**config.mk**
```make
export PLATFORM = sky130hd
export DESIGN_NAME = tt_harness_ctrl_flat
export DESIGN_NICKNAME = d
export VERILOG_FILES = /design/src/rtl/tt_harness_ctrl_if.sv /design/src/rtl/tt_harness_ctrl.sv /design/src/flat_wrapper.sv
export SDC_FILE = /design/constraint.sdc
export NUM_CORES = 1
export LEC_CHECK = 0
export CAP_MARGIN = 20
export CORE_ASPECT_RATIO = 0.7
export CORE_MARGIN = 3
export CORE_UTILIZATION = 52
export DETAILED_ROUTE_END_ITERATION = 7
export GPL_TIMING_DRIVEN = 0
export PLACE_DENSITY = 0.95
export SYNTH_ARGS = -nofsm -noshare
export SYNTH_HDL_FRONTEND = slang
export SYNTH_SLANG_ARGS = --single-unit
```
**constraint.sdc**
```tcl
create_clock -name clk -period 5.9 [get_ports clk]
set_clock_uncertainty 0.05 [all_clocks]
set_input_delay 0.59 -clock clk [delete_from_list [all_inputs] [get_ports clk]]
set_output_delay 0.59 -clock clk [all_outputs]
set_load 0.01 [all_outputs]
```
**src/rtl/tt_harness_ctrl_if.sv**
```systemverilog
// Host command/response handshake bundle for tt_harness_ctrl.
interface tt_harness_ctrl_if;
  logic       cmd_valid;
  logic       cmd_ready;
  logic [2:0] cmd_op;
  logic [7:0] cmd_arg;
  logic       rsp_valid;
  logic       rsp_ready;
  logic [7:0] rsp_data;

  // Host side: issues commands, consumes responses.
  modport master (
    output cmd_valid, cmd_op, cmd_arg, rsp_ready,
    input  cmd_ready, rsp_valid, rsp_data
  );

  // Harness side: accepts commands, produces responses.
  modport slave (
    input  cmd_valid, cmd_op, cmd_arg, rsp_ready,
    output cmd_ready, rsp_valid, rsp_data
  );
endinterface

```
**src/rtl/tt_harness_ctrl.sv**
```systemverilog
// Tiny Tapeout project pin driver: turns host byte commands into project
// ui/uio/ena/rst_n/clk activity and reads back uo_out/uio.
// Optional: define TT_HARNESS_CYCLE_CNT_EN to add a 16-bit tt_clk rising-edge
// counter readable through NOP arg=1 (low byte) and NOP arg=2 (high byte).
module tt_harness_ctrl #(
  parameter int unsigned RST_CYCLES = 8,
  parameter int unsigned PCLK_HALF  = 2
) (
  input  logic             clk,
  input  logic             rst_n,
  tt_harness_ctrl_if.slave host,
  output logic [7:0]       tt_ui_in,
  input  logic [7:0]       tt_uo_out,
  output logic [7:0]       tt_uio_in,
  input  logic [7:0]       tt_uio_out,
  input  logic [7:0]       tt_uio_oe,
  output logic             tt_ena,
  output logic             tt_rst_n,
  output logic             tt_clk,
  output logic             busy
);

  localparam int unsigned TMR_W    = 8;
  localparam logic [TMR_W-1:0] RST_LOAD = TMR_W'(RST_CYCLES - 1);
  localparam logic [TMR_W-1:0] PH_LOAD  = TMR_W'(PCLK_HALF - 1);

  localparam logic [2:0] OP_NOP      = 3'd0;
  localparam logic [2:0] OP_SET_UI   = 3'd1;
  localparam logic [2:0] OP_SET_UIO  = 3'd2;
  localparam logic [2:0] OP_RESET    = 3'd3;
  localparam logic [2:0] OP_STEP     = 3'd4;
  localparam logic [2:0] OP_READ_UO  = 3'd5;
  localparam logic [2:0] OP_READ_UIO = 3'd6;
  localparam logic [2:0] OP_SET_ENA  = 3'd7;

  typedef enum logic [2:0] {
    ST_IDLE,
    ST_RST_HOLD,
    ST_STEP_HI,
    ST_STEP_LO,
    ST_RSP
  } state_t;

  state_t           state_q, state_d;
  logic [TMR_W-1:0] tmr_q, tmr_d;
  logic [7:0]       pulse_q, pulse_d;
  logic [7:0]       uio_drv_q, uio_drv_d;
  logic [7:0]       ui_d;
  logic             ena_d, prst_d, pclk_d;
  logic             rsp_valid_q, rsp_valid_d;
  logic [7:0]       rsp_data_q, rsp_data_d;
  logic             cmd_ready_q, cmd_ready_d;
  logic             busy_d;
  logic             accept;
`ifdef TT_HARNESS_CYCLE_CNT_EN
  logic [15:0]      cyc_cnt_q, cyc_cnt_d;
`endif

  // Bits the project drives loop back; the rest come from the host-set value.
  assign tt_uio_in = (tt_uio_oe & tt_uio_out) | (~tt_uio_oe & uio_drv_q);

  assign host.cmd_ready = cmd_ready_q;
  assign host.rsp_valid = rsp_valid_q;
  assign host.rsp_data  = rsp_data_q;

  assign accept = host.cmd_valid && cmd_ready_q;

  // State and registered outputs.
  always_ff @(posedge clk or negedge rst_n) begin
    if (!rst_n) begin
      state_q     <= ST_IDLE;
      tmr_q       <= '0;
      pulse_q     <= '0;
      uio_drv_q   <= '0;
      tt_ui_in    <= '0;
      tt_ena      <= 1'b0;
      tt_rst_n    <= 1'b0;
      tt_clk      <= 1'b0;
      rsp_valid_q <= 1'b0;
      rsp_data_q  <= '0;
      cmd_ready_q <= 1'b0;
      busy        <= 1'b0;
`ifdef TT_HARNESS_CYCLE_CNT_EN
      cyc_cnt_q   <= '0;
`endif
    end else begin
      state_q     <= state_d;
      tmr_q       <= tmr_d;
      pulse_q     <= pulse_d;
      uio_drv_q   <= uio_drv_d;
      tt_ui_in    <= ui_d;
      tt_ena      <= ena_d;
      tt_rst_n    <= prst_d;
      tt_clk      <= pclk_d;
      rsp_valid_q <= rsp_valid_d;
      rsp_data_q  <= rsp_data_d;
      cmd_ready_q <= cmd_ready_d;
      busy        <= busy_d;
`ifdef TT_HARNESS_CYCLE_CNT_EN
      cyc_cnt_q   <= cyc_cnt_d;
`endif
    end
  end

  // Command decode, reset hold, pulse sequencing and response handshake.
  always_comb begin
    state_d     = state_q;
    tmr_d       = tmr_q;
    pulse_d     = pulse_q;
    uio_drv_d   = uio_drv_q;
    ui_d        = tt_ui_in;
    ena_d       = tt_ena;
    prst_d      = tt_rst_n;
    pclk_d      = tt_clk;
    rsp_valid_d = rsp_valid_q;
    rsp_data_d  = rsp_data_q;
`ifdef TT_HARNESS_CYCLE_CNT_EN
    cyc_cnt_d   = cyc_cnt_q;
`endif

    case (state_q)
      ST_IDLE: begin
        if (accept) begin
          case (host.cmd_op)
            OP_NOP: begin
`ifdef TT_HARNESS_CYCLE_CNT_EN
              if (host.cmd_arg == 8'd1) begin
                rsp_data_d  = cyc_cnt_q[7:0];
                rsp_valid_d = 1'b1;
                state_d     = ST_RSP;
              end else if (host.cmd_arg == 8'd2) begin
                rsp_data_d  = cyc_cnt_q[15:8];
                rsp_valid_d = 1'b1;
                state_d     = ST_RSP;
              end
`endif
            end
            OP_SET_UI:  ui_d      = host.cmd_arg;
            OP_SET_UIO: uio_drv_d = host.cmd_arg;
            OP_RESET: begin
              prst_d  = 1'b0;
              tmr_d   = RST_LOAD;
              state_d = ST_RST_HOLD;
            end
            OP_STEP: begin
              pclk_d  = 1'b1;
              pulse_d = host.cmd_arg;
              tmr_d   = PH_LOAD;
              state_d = ST_STEP_HI;
            end
            OP_READ_UO: begin
              rsp_data_d  = tt_uo_out;
              rsp_valid_d = 1'b1;
              state_d     = ST_RSP;
            end
            OP_READ_UIO: begin
              rsp_data_d  = tt_uio_in;
              rsp_valid_d = 1'b1;
              state_d     = ST_RSP;
            end
            OP_SET_ENA: ena_d = host.cmd_arg[0];
          endcase
        end
      end
      ST_RST_HOLD: begin
        if (tmr_q == '0) begin
          prst_d  = 1'b1;
          state_d = ST_IDLE;
        end else begin
          tmr_d = tmr_q - TMR_W'(1);
        end
      end
      ST_STEP_HI: begin
        if (tmr_q == '0) begin
          pclk_d  = 1'b0;
          tmr_d   = PH_LOAD;
          state_d = ST_STEP_LO;
        end else begin
          tmr_d = tmr_q - TMR_W'(1);
        end
      end
      ST_STEP_LO: begin
        if (tmr_q != '0) begin
          tmr_d = tmr_q - TMR_W'(1);
        end else if (pulse_q == '0) begin
          state_d = ST_IDLE;
        end else begin
          pulse_d = pulse_q - 8'd1;
          pclk_d  = 1'b1;
          tmr_d   = PH_LOAD;
          state_d = ST_STEP_HI;
        end
      end
      ST_RSP: begin
        if (host.rsp_ready) begin
          rsp_valid_d = 1'b0;
          state_d     = ST_IDLE;
        end
      end
      default: state_d = ST_IDLE;
    endcase

`ifdef TT_HARNESS_CYCLE_CNT_EN
    if (pclk_d && !tt_clk) cyc_cnt_d = cyc_cnt_q + 16'd1;
    if (state_q == ST_RST_HOLD && state_d == ST_IDLE) cyc_cnt_d = '0;
`endif

    cmd_ready_d = (state_d == ST_IDLE);
    busy_d      = (state_d != ST_IDLE);
  end

endmodule

```
**src/flat_wrapper.sv**
```systemverilog
// flat-port wrapper written by rule: the top's interface ports become plain ports
module tt_harness_ctrl_flat 
#(
  parameter int unsigned RST_CYCLES = 8,
  parameter int unsigned PCLK_HALF  = 2
)
  (clk, rst_n, tt_ui_in, tt_uo_out, tt_uio_in, tt_uio_out, tt_uio_oe, tt_ena, tt_rst_n, tt_clk, busy, host_cmd_valid, host_cmd_op, host_cmd_arg, host_rsp_ready, host_cmd_ready, host_rsp_valid, host_rsp_data);
  tt_harness_ctrl_if host_i ();
  input  logic clk;
  input  logic rst_n;
  output logic [7:0] tt_ui_in;
  input  logic [7:0] tt_uo_out;
  output logic [7:0] tt_uio_in;
  input  logic [7:0] tt_uio_out;
  input  logic [7:0] tt_uio_oe;
  output logic tt_ena;
  output logic tt_rst_n;
  output logic tt_clk;
  output logic busy;
  input wire logic [$bits(host_i.cmd_valid)-1:0] host_cmd_valid;
  input wire logic [$bits(host_i.cmd_op)-1:0] host_cmd_op;
  input wire logic [$bits(host_i.cmd_arg)-1:0] host_cmd_arg;
  input wire logic [$bits(host_i.rsp_ready)-1:0] host_rsp_ready;
  output wire logic [$bits(host_i.cmd_ready)-1:0] host_cmd_ready;
  output wire logic [$bits(host_i.rsp_valid)-1:0] host_rsp_valid;
  output wire logic [$bits(host_i.rsp_data)-1:0] host_rsp_data;
  assign host_i.cmd_valid = host_cmd_valid;
  assign host_i.cmd_op = host_cmd_op;
  assign host_i.cmd_arg = host_cmd_arg;
  assign host_i.rsp_ready = host_rsp_ready;
  assign host_cmd_ready = host_i.cmd_ready;
  assign host_rsp_valid = host_i.rsp_valid;
  assign host_rsp_data = host_i.rsp_data;
  tt_harness_ctrl #(.RST_CYCLES(RST_CYCLES), .PCLK_HALF(PCLK_HALF)) u_core (.clk(clk), .rst_n(rst_n), .host(host_i), .tt_ui_in(tt_ui_in), .tt_uo_out(tt_uo_out), .tt_uio_in(tt_uio_in), .tt_uio_out(tt_uio_out), .tt_uio_oe(tt_uio_oe), .tt_ena(tt_ena), .tt_rst_n(tt_rst_n), .tt_clk(tt_clk), .busy(busy));
endmodule
```
==> run summary <==
- **run status** complete, no violations
- **max-cap violations** 0
- **total of flip-flops plus latches after synthesis** 49
- **Mapped Nets** 283
- **power per cell area** 396 mW/mm^2
- **share of post-route cells with drive strength above 1** 13.6%
- **CTS H-tree depth** 2
- **total area of multi-input combinational cells** 0.00126 sq mm
- **async set-or-reset flop fraction in the synthesized netlist** 100%
- **share of the synthesized area in the top cell type** 47.9%
- **total placed cells including tap cells** 375
- **TritonCTS Sinks** 49
- **Final setup viols** 0
- **share of the clock period used by the worst path** 49.1%
- **placed wire-length estimate after detailed placement** 5270 um
- **setup repair after global routing missed its margin** no
- **start-to-end type of the worst setup path** input pin to flip-flop
- **Worst-Margin Slew** 867 ps
- **standard cell with the maximum stage delay on the critical path** sky130_fd_sc_hd__clkdlybuf4s50_1
- **Initial DRT Pass Iterations** 5
- **via count of the first global-routing pass** 2304
- **syn avg cell area** 10.6 sq um
- **class of the most critical hold timing path** input pin to async pin
- **IO buf count** 67
- **Pleak** 1.46 nW
- **post-synthesis cell type with the largest combined area** sky130_fd_sc_hd__dfrtp_1
- **leading cell types by total area after synthesis** sky130_fd_sc_hd__dfrtp_1 48%, sky130_fd_sc_hd__mux2_2 8.8%, sky130_fd_sc_hd__nand2_1 3.4%
- **horizontal extent of the die** 89.9 um
- **summed negative setup slack over all endpoints** 0 ps
- **maximum number of pins on one net before global-route repair** 27
- **total CTS buffers** 5
- **GRT Resource Usage Total** 25.3%
- **highest net fanout along the worst path** 10
- **site row count** 20
- **Worst setup SP type** input pin
- **TritonCTS clock tree** built
- **storage element area** 0.00123 sq mm
- **cells along the critical path** clkdlybuf4s50_1 > nor3b_1 > nand4_1 > o2bb2ai_1 > or2_4 > buf_8 > mux2_4
- **maximum vdd drop** 234 uV
- **insertion delay of the later-clocked pin in the worst-skew pair** 310 ps
- **vias post-DR** 2288
- **number of routed nets with antenna violations** 0
- **post-synthesis cell type count** 50
- **dominant synthesized flop cell** sky130_fd_sc_hd__dfrtp_1
- **average wire length per cell after detail routing** 18.2 um
- **Cell Area, Placed** 0.00334 sq mm
- **top-level I/O count** 69
- **first-pass GRT wire length** 11600 um
- **endpoint arrival time on the critical path** 3050 ps
- **element type at the critical path end** flip-flop
- **placeable core area** 0.00453 sq mm
- **Total Routed Length** 6950 um
- **sequential-to-total area share from yosys stat** 47.9%
- **fin crit period** 2890 ps
- **vias per std cell** 5.97
- **number of antenna violations at the first check in global routing** 0
- **Gates resized, CTS repair** 0
- **Post-layout nets** 358
- **final weighted congestion in routability-driven placement** 0.829
- **Clk Tree Root Cell** sky130_fd_sc_hd__clkbuf_8
- **design area** 0.00343 sq mm
- **netlist area before placement** 0.00256 sq mm
- **Inserted Diodes** 0
- **clock buffer depth** 2
- **FMAX** 345 MHz
- **number of buffers inserted by hold repair at cts** 0
- **crit-path max cell delay** 600 ps
- **count of mapped cells out of synthesis** 241
- **DR iter-0 viols** 258
- **leading cell type in the layout, fill and taps excluded** sky130_fd_sc_hd__clkdlybuf4s50_1
- **total power of the final layout** 1.36 mW
- **Remaining DRCs** 0
- **count of flip-flops with a built-in enable after synthesis** 0
- **Final Slew Violations** 0
- **warnings from Yosys** 0
- **worst setup timing slack at the placement stage** 2750 ps
- **Starting Density** 56.6%
- **count of fill cells added during filler insertion** 281
- **required time worst endpoint** 6050 ps
- **Remaining Overflow, GRT** 0
- **synthesis-to-finish area growth** 33.8%
- **overall die height** 64.7 um
- **Setup WS post-layout** 3010 ps
- **post-CTS setup repair buffer count** 0
- **count of non-filler cells in the finished layout** 383
- **Slew headroom** 41.9%
- **die footprint** 0.00582 sq mm
- **clock-pin transition on the worst setup and hold timing paths** 100 ps
- **highest-count cells in the layout ignoring fill and taps** 66 x sky130_fd_sc_hd__clkdlybuf4s50_1, 49 x sky130_fd_sc_hd__dfrtp_1, 23 x sky130_fd_sc_hd__nand2_1
- **number of failing hold endpoints at the final stage** 0
## state kept, by name, indices dropped and copies added, names as in the netlist
name / flops
u_core.host.rsp_data: 8
u_core.uio_drv_q: 8
u_core.tt_clk: 1
u_core.state_q: 3
u_core.host.rsp_valid: 1
u_core.pulse_q: 8
u_core.tt_rst_n: 1
u_core.tt_ui_in: 8
u_core.host.cmd_ready: 1
u_core.tmr_q: 8
u_core.tt_ena: 1
u_core.busy: 1
## cells by family (layout without fill, tap and decap cells)
logic type      Yosys count  in the layout  synth area share [%]
xor+xnor                  1              1                 0.342
compound gates           58             58                  14.3
buf+inv                  17             93                  2.93
fa+ha+maj                 3              3                  1.46
flops                    49             49                  47.9
mux                      35             35                  15.3
simple gates             78             78                  17.8
## routing by layer
layer | vias up | global-route usage, % | share of wire (%)
li1 | 1040 | - | -
met1 | 1114 | 34.8 | 44
met2 | 127 | 40.1 | 45
met3 | 7 | 7.54 | 9.5
met4 | 0 | 5.34 | 1.0
met5 | - | 0 | 0
## cells in the mapped netlist (4+ instances only)
| library cell | instances |
|---|---|
| sky130_fd_sc_hd__dfrtp_1 | 49 |
| sky130_fd_sc_hd__nand2_1 | 23 |
| sky130_fd_sc_hd__mux2_2 | 20 |
| sky130_fd_sc_hd__nor2_1 | 15 |
| sky130_fd_sc_hd__o21ai_0 | 13 |
| sky130_fd_sc_hd__a21oi_1 | 9 |
| sky130_fd_sc_hd__inv_1 | 9 |
| sky130_fd_sc_hd__o21ai_1 | 9 |
| sky130_fd_sc_hd__mux2i_1 | 8 |
| sky130_fd_sc_hd__clkbuf_1 | 7 |
| sky130_fd_sc_hd__o22ai_1 | 6 |
| sky130_fd_sc_hd__mux2_1 | 5 |
| sky130_fd_sc_hd__a32o_1 | 4 |
| sky130_fd_sc_hd__nor3_1 | 4 |
| sky130_fd_sc_hd__nor3b_1 | 4 |
## stage by stage
| step | util, % | hold slack (ps) |
|---|---|---|
| floorplan | - | 244 |
| global placement | 73.2 | 412 |
| detailed placement | 73.7 | 429 |
| CTS | 75.7 | 249 |
| global route | 75.7 | 265 |
| finish | 75.7 | 236 |
## critical path, delay by kind of cell
kind | cells | cell delay, ps
multiplexers | 1 | 310
buffers and inverters | 2 | 730
AO/OA/AOI/OAI | 1 | 560
AND/OR/NAND/NOR | 3 | 860
## path summary, 6_finish.rpt
path / startpoint / endpoint / slack [ps] / cells past startpoint
setup / recovery: host_cmd_op[2] / u_core.tmr_q[0] / 3010 / 7
min in group clk: u_core.host.rsp_data[2] / u_core.host.rsp_data[2] / 450 / 2
hold reg to reg: u_core.host.rsp_data[2] / u_core.host.rsp_data[2] / 450 / 2
setup reg to reg: u_core.state_q[2] / u_core.tt_ui_in[2] / 3280 / 5
max in group asynchronous: rst_n / u_core.uio_drv_q[4] / 5020 / 2
hold / removal: rst_n / u_core.uio_drv_q[3] / 240 / 1
## report_power, final
| part | total [mW] | leakage (nW) | internal, mW | switching, mW |
|---|---|---|---|---|
| clock | 0.206 | 0.0364 | 0.0833 | 0.122 |
| combinational | 0.621 | 0.791 | 0.314 | 0.307 |
| sequential | 0.533 | 0.635 | 0.439 | 0.0936 |
## layout make-up
cell class              count  share of cell area [%]
repair buffers             68                    20.2
inverters                   9                   0.985
flip-flops and latches     49                    35.8
clock buffers               5                    2.01
clock inverters             3                   0.657
plain buffers               8                    1.20
multi-input cells         175                    36.8
well taps                  66                    2.41
Note: power is estimated with default switching activity, not from simulation.
